`src/rtl/sigma_delta_1st_order.sv`:
```
// sigma_delta_1st_order: first-order sigma-delta modulator with an optional sinc3 monitor.
// Define SIGMA_DELTA_SINC3_MON_EN to add the monOut/monValid decimating monitor.
module sigma_delta_1st_order #(
  parameter int WIDTH = 16,
  parameter int OUT_WIDTH = 8,
  parameter int OSR = 32
) (
  input  logic                        clk,
  input  logic                        rst,
  input  logic                        en,
  input  logic signed [WIDTH-1:0]     in,
  output logic [OUT_WIDTH-1:0]        sdOut
`ifdef SIGMA_DELTA_SINC3_MON_EN
  ,
  output logic [3*$clog2(OSR):0]      monOut,
  output logic                        monValid
`endif
);
  if (OUT_WIDTH < 1 || OUT_WIDTH >= WIDTH || OSR < 2 || (OSR & (OSR - 1)) != 0) begin : g_bad_param
    $error("sigma_delta_1st_order: illegal parameter combination");
  end
  logic [WIDTH-1:0] u, res_q, res_d;
  logic [WIDTH+OUT_WIDTH-1:0] sum;
  logic [OUT_WIDTH-1:0] sd_out_q, sd_out_d;
  // u*(2^OUT_WIDTH-1) as a shift minus the operand; the sum can never overflow
  always_comb begin
    u = {~in[WIDTH-1], in[WIDTH-2:0]};
    sum = {{OUT_WIDTH{1'b0}}, res_q} + {u, {OUT_WIDTH{1'b0}}} - {{OUT_WIDTH{1'b0}}, u};
    sd_out_d = en ? sum[WIDTH+OUT_WIDTH-1:WIDTH] : sd_out_q;
    res_d = en ? sum[WIDTH-1:0] : res_q;
  end
  always_ff @(posedge clk or posedge rst) begin
    if (rst) begin
      sd_out_q <= '0;
      res_q <= '0;
    end else begin
      sd_out_q <= sd_out_d;
      res_q <= res_d;
    end
  end
  assign sdOut = sd_out_q;
`ifdef SIGMA_DELTA_SINC3_MON_EN
  localparam int DW = $clog2(OSR);
  localparam int MW = 3 * DW + 1;
  logic [MW-1:0] i1_q, i2_q, i3_q, d1_q, d2_q, d3_q, mon_q;
  logic [MW-1:0] i1_d, i2_d, i3_d, d1_d, d2_d, d3_d, mon_d;
  logic [MW-1:0] c1, c2, c3;
  logic [DW-1:0] cnt_q, cnt_d;
  logic vld_q, vld_d, dec;
  // wrap-around arithmetic is exact as long as the result fits MW bits
  always_comb begin
    dec = en && (&cnt_q);
    c1 = i3_q - d1_q;
    c2 = c1 - d2_q;
    c3 = c2 - d3_q;
    i1_d = en ? i1_q + MW'(sd_out_q[OUT_WIDTH-1]) : i1_q;
    i2_d = en ? i2_q + i1_q : i2_q;
    i3_d = en ? i3_q + i2_q : i3_q;
    cnt_d = en ? cnt_q + DW'(1) : cnt_q;
    d1_d = dec ? i3_q : d1_q;
    d2_d = dec ? c1 : d2_q;
    d3_d = dec ? c2 : d3_q;
    mon_d = dec ? c3 : mon_q;
    vld_d = en ? dec : vld_q;
  end
  always_ff @(posedge clk or posedge rst) begin
    if (rst) begin
      i1_q <= '0;
      i2_q <= '0;
      i3_q <= '0;
      d1_q <= '0;
      d2_q <= '0;
      d3_q <= '0;
      mon_q <= '0;
      cnt_q <= '0;
      vld_q <= 1'b0;
    end else begin
      i1_q <= i1_d;
      i2_q <= i2_d;
      i3_q <= i3_d;
      d1_q <= d1_d;
      d2_q <= d2_d;
      d3_q <= d3_d;
      mon_q <= mon_d;
      cnt_q <= cnt_d;
      vld_q <= vld_d;
    end
  end
  assign monOut = mon_q;
  assign monValid = vld_q;
`endif
endmodule

```
`config.mk`:
```
export PLATFORM = sky130hd
export DESIGN_NAME = sigma_delta_1st_order
export DESIGN_NICKNAME = d
export VERILOG_FILES = /design/src/rtl/sigma_delta_1st_order.sv
export SDC_FILE = /design/constraint.sdc
export NUM_CORES = 1
export LEC_CHECK = 0
export BUFFER_PORTS_ARGS = -buffer_cell sky130_fd_sc_hd__buf_2
export CORE_UTILIZATION = 35
export CTS_CLUSTER_DIAMETER = 80
export DETAILED_ROUTE_END_ITERATION = 8
export SYNTH_ARGS = -nofsm -noshare
export SYNTH_HDL_FRONTEND = slang
export SYNTH_SLANG_ARGS = --single-unit
```
`constraint.sdc`:
```
create_clock -name clk -period 6.2 [get_ports clk]
set_input_delay 0.62 -clock clk [delete_from_list [all_inputs] [get_ports clk]]
set_output_delay 0.62 -clock clk [all_outputs]
set_load 0.05 [all_outputs]
```
* Word-level counts from Yosys, hierarchy flattened *
Index checks and enable logic that the tools add are counted.

operators by class
  $add $sub $neg = 2
  bitwise logic cells = 1

operators with widths
  operator          count
  $add A16 B24 Y24  1
  $sub A24 B16 Y24  1
  $not A1 Y1        1

word-level totals
  register bits = 24
  logic and storage cells = 5
  output and inout bits = 8

* Depth between registers and ports, before layout *
  depth in word-level cells = 3
  gate-level depth with buffers = 13

* Least setup slack after synthesis *
No wires, ideal clock.

  path kind = in2reg
  start point = input port in[3]
  end point = register sd_out_q[2], in the netlist sdOut[2]
  setup slack = 3.289 ns
  library setup time = 0.125 ns
  arrival = 2.786 ns
  stages = 12
  cell sequence = inv_1 > fa_1 > inv_1 > ha_1 > buf_6 > a21o_1 > nand3_1 > nand2_1 > a311o_1 > a31oi_2 > xnor2_1 > mux2_2

between the ends
  cells in the longest elaborated chain, start to end = 2

RTL lines
  what                  RTL line  source
  from (decl)           11        input logic signed [WIDTH-1:0] in,
  $add A16 B24 Y24      28        sum = {{OUT_WIDTH{1'b0}}, res_q} + {u, {OUT_WIDTH{1'b0}}} - {{OUT_WIDTH{1'b0}}, u};
  $sub A24 B16 Y24 (*)  28
  to (signal assigned)  37        sd_out_q <= sd_out_d;
  to (decl)             24        logic [OUT_WIDTH-1:0] sd_out_q, sd_out_d;

Every way passes the cells marked *; elsewhere a longest branch is shown, timed or not.
A chain may end at the register's enable or synchronous reset.

* Worst setup path in the final report *
  start point = input port in[1]
  end point = register sd_out_q[7], in the netlist sdOut[7]

The elaborated chain is that of the path after synthesis.

==> key figures <==
Die
  • Core area: slightly below 7000 um^2
  • IO Pins: 27
  • Die area: 7408 um^2
  • Initial Utilization: 0.3641
  • Row Count: 30
  • Die height: 86.07 um
  • Die extent in x: between 80 and 90 um

Routing
  • ANT nets after route: 0
  • Vias after detailed routing: 2082
  • # DRC: 0
  • Vias per cell: 5.179
  • Routed len/inst: around 14 um
  • Detail Route met2 WL: 2639 um
  • Uppermost layer routed: met4
  • Initial DRC Count: 80
  • WL final: between 5000 and 6000 um
  • Met3 WL: 212 um
  • Pre-Repair DR Iteration Count: 4
  • Met1 wire length: between 2000 and 3000 um

Yosys
  • Post-Syn Area: between 2000 and 2500 um^2
  • Syn_nets: about 340
  • Netlist cell types: 50
  • Post-Synthesis Cells: roughly 290
  • Post-Syn Area per Cell: 8.649 um^2
  • Area leader, netlist: dfrtp_1
  • Sequential share of the synthesized area: 0.2428
  • Synth Register Bits: 24
  • Post-synth ARST share: 1.000
  • Post-synth top area share: 0.2428
  • Most used DFF post-synth: dfrtp_1
  • Synth Warn #: 0
  • Dominant cells by area after synthesis: dfrtp_1 24%, ha_1 15%, fa_1 7.3%, inv_1 6.5%, mux2_2 4.1%
  • Number of synthesized flops with an enable pin: 0

Global routing
  • First-pass GRT wire length: roughly 9600 um
  • Vias in the first global route: around 2000
  • Initial antenna violation count: 0
  • GRT overflow: 0
  • Largest net degree at the start of global routing: 33
  • GRT Util Overall: 0.1637

Flow run
  • MaxCap Viol Count: 0

Min path
  • Min-Delay Path Class: reg -> reg
  • Hold_sp: sdOut[7]
  • Hold Path End: sdOut[7]
  • Hold Path Depth: 1

Setup path
  • RR Startpoint: res_q[1]
  • Startpoint Class: input pin
  • Worst setup EP type: register
  • Flop-to-flop setup slack: 3330 ps
  • Crit path kind: in -> reg
  • Data required time at the worst endpoint: about 6400 ps
  • R2R Path End: sdOut[7]
  • R2R depth: 11
  • Critical path arrival: approximately 3100 ps
  • CP Max Fanout: 3

Pwr
  • Peak supply drop: ~0.20 mV
  • PwrDens: between 500 and 600 nW/um^2
  • Static leakage: about 0.0013 uW

Timing
  • Post-layout min period: just under 3000 ps
  • Slew headroom: 0.3155
  • Clock skew: 3.917 ps
  • Slew Viols, Final: 0
  • RSZ-0062 raised after global routing: no
  • Hold Slack: 501.9 ps
  • Final setup viols: 0
  • Final hold violations: 0
  • Fin crit share: 0.4778
  • Fmax: ~0.34 GHz
  • Setup TNS: 0 ps
  • Worst-Margin Slew: approximately 1000 ps

Clock network
  • Clock sink count: 24
  • CTS H-tree lvls: 1
  • CTS Root Cell: clkbuf_8
  • CTS Buffer Depth: 2
  • # resized after CTS: 0
  • Clock Latency Late Sink: approximately 280 ps
  • Clk pin slew, worst setup/hold paths: ~90 ps
  • # hold bufs at CTS: 0
  • Num CTS Buffers: 3
  • CTS tree: yes
  • Post-CTS Setup Inserts: 0

Placed design
  • Area after DPL: 2678 um^2
  • I/O Buffers: 26
  • Final HPWL DP: ~4500 um
  • RD Place Congestion: 0.8784

Finish
  • Share of cells above drive strength 1: 0.1471
  • Layout fillers: around 710
  • Design area: between 2000 and 3000 um^2
  • Multi-input gate area: between 1500 and 2000 um^2
  • Fin nets: about 370
  • Synth-to-Final Area Change: 10.47%
  • Reg area: 600.6 um^2
  • Core Util, Final: 0.4022
  • Diode count: 0

Status
  • Status: complete, no violations
[cell usage in the layout (no fill, tap or decap), drive strengths merged, types with 2 or more instances in the layout]
master	synthesis	layout
o21ai	19	19
a21o	6	6
buf	3	26
nor3	4	4
ha	30	30
nand2b	4	4
mux2	10	10
nand3	4	4
fa	9	9
o211ai	2	2
and3	2	2
o21bai	2	2
xnor2	10	10
xor2	5	5
o2111ai	5	5
nand4	5	5
a21oi	20	20
dfrtp	24	24
nand2	17	17
or4	2	2
a31oi	6	6
nor2b	3	3
clkbuf	7	4
nor2	19	19
inv	44	44
nand3b	3	3
mux2i	5	5
[routing by layer]
metal,vias to the layer above,GRT usage
met2,40,0.2814
met3,10,0.02695
li1,1035,-
met4,0,0.03788
met5,-,0
met1,997,0.2147
[registers in the layout, summed over array words and instances, names as in the netlist]
| register | cells |
|---|---|
| res_q | 16 |
| sdOut | 8 |
[cell usage after synthesis (6+ instances only)]
cell type	n
ha_1	30
fa_1	9
a21oi_1	20
xnor2_1	10
a21o_1	6
mux2_2	9
clkbuf_1	7
nor2_1	19
inv_1	43
dfrtp_1	24
o21ai_0	16
nand2_1	17
[through the flow]
| step | total power (uW) | instances | setup slack [ps] |
|---|---|---|---|
| CTS | 1411 | 402 | 3229 |
| global placement | 1270 | 398 | 2995 |
| detailed placement | 1288 | 398 | 2935 |
| finish | 1398 | 402 | 3238 |
| floorplan | 1091 | 286 | 3289 |
| global route | 1548 | 402 | 3071 |
[layout make-up]
cell class              count  area share
well taps                  96     0.04396
multi-input cells         208      0.6081
inverters                  44     0.06044
flip-flops and latches     24      0.2198
repair buffers             26     0.04762
clock buffers               4     0.02015
[cells by family (layout without fill, tap and decap cells)]
group,after synthesis,count (layout),synth area share
AND/OR/NAND/NOR,69,69,0.1431
XOR/XNOR,15,15,0.05311
buffers and inverters,54,74,0.08548
multiplexers,15,15,0.06727
flip-flops,24,24,0.2428
adder cells (fa/ha/maj),39,39,0.2246
AO/OA/AOI/OAI,70,70,0.1836
[worst max path at each step]
stage / startpoint / end / slack [ps] / depth (start not counted)
2_1_floorplan: in[3] / sdOut[2] / 3290 / 12
3_3_place_gp: in[1] / sdOut[3] / 2990 / 13
3_5_place_dp: in[1] / sdOut[3] / 2930 / 13
4_1_cts: in[1] / sdOut[3] / 3230 / 13
5_1_grt: in[1] / sdOut[3] / 3070 / 13
6_report: in[1] / sdOut[7] / 3240 / 13
[worst max-delay path, cell delays in order]
cell and delay [ps]:
buf_2 70, inv_1 60, ha_1 280, ha_1 160
inv_1 50, fa_1 400, nor2b_1 190, o211ai_1 160
a31o_1 280, a21oi_1 300, a21oi_1 140, nor4b_1 170
a211o_1 240
[power by group]
part	switching [uW]	internal, uW
clock network	56.7	56.9
logic	598	421
registers	31.2	234
No activity file was read; power rests on OpenSTA's default activity.
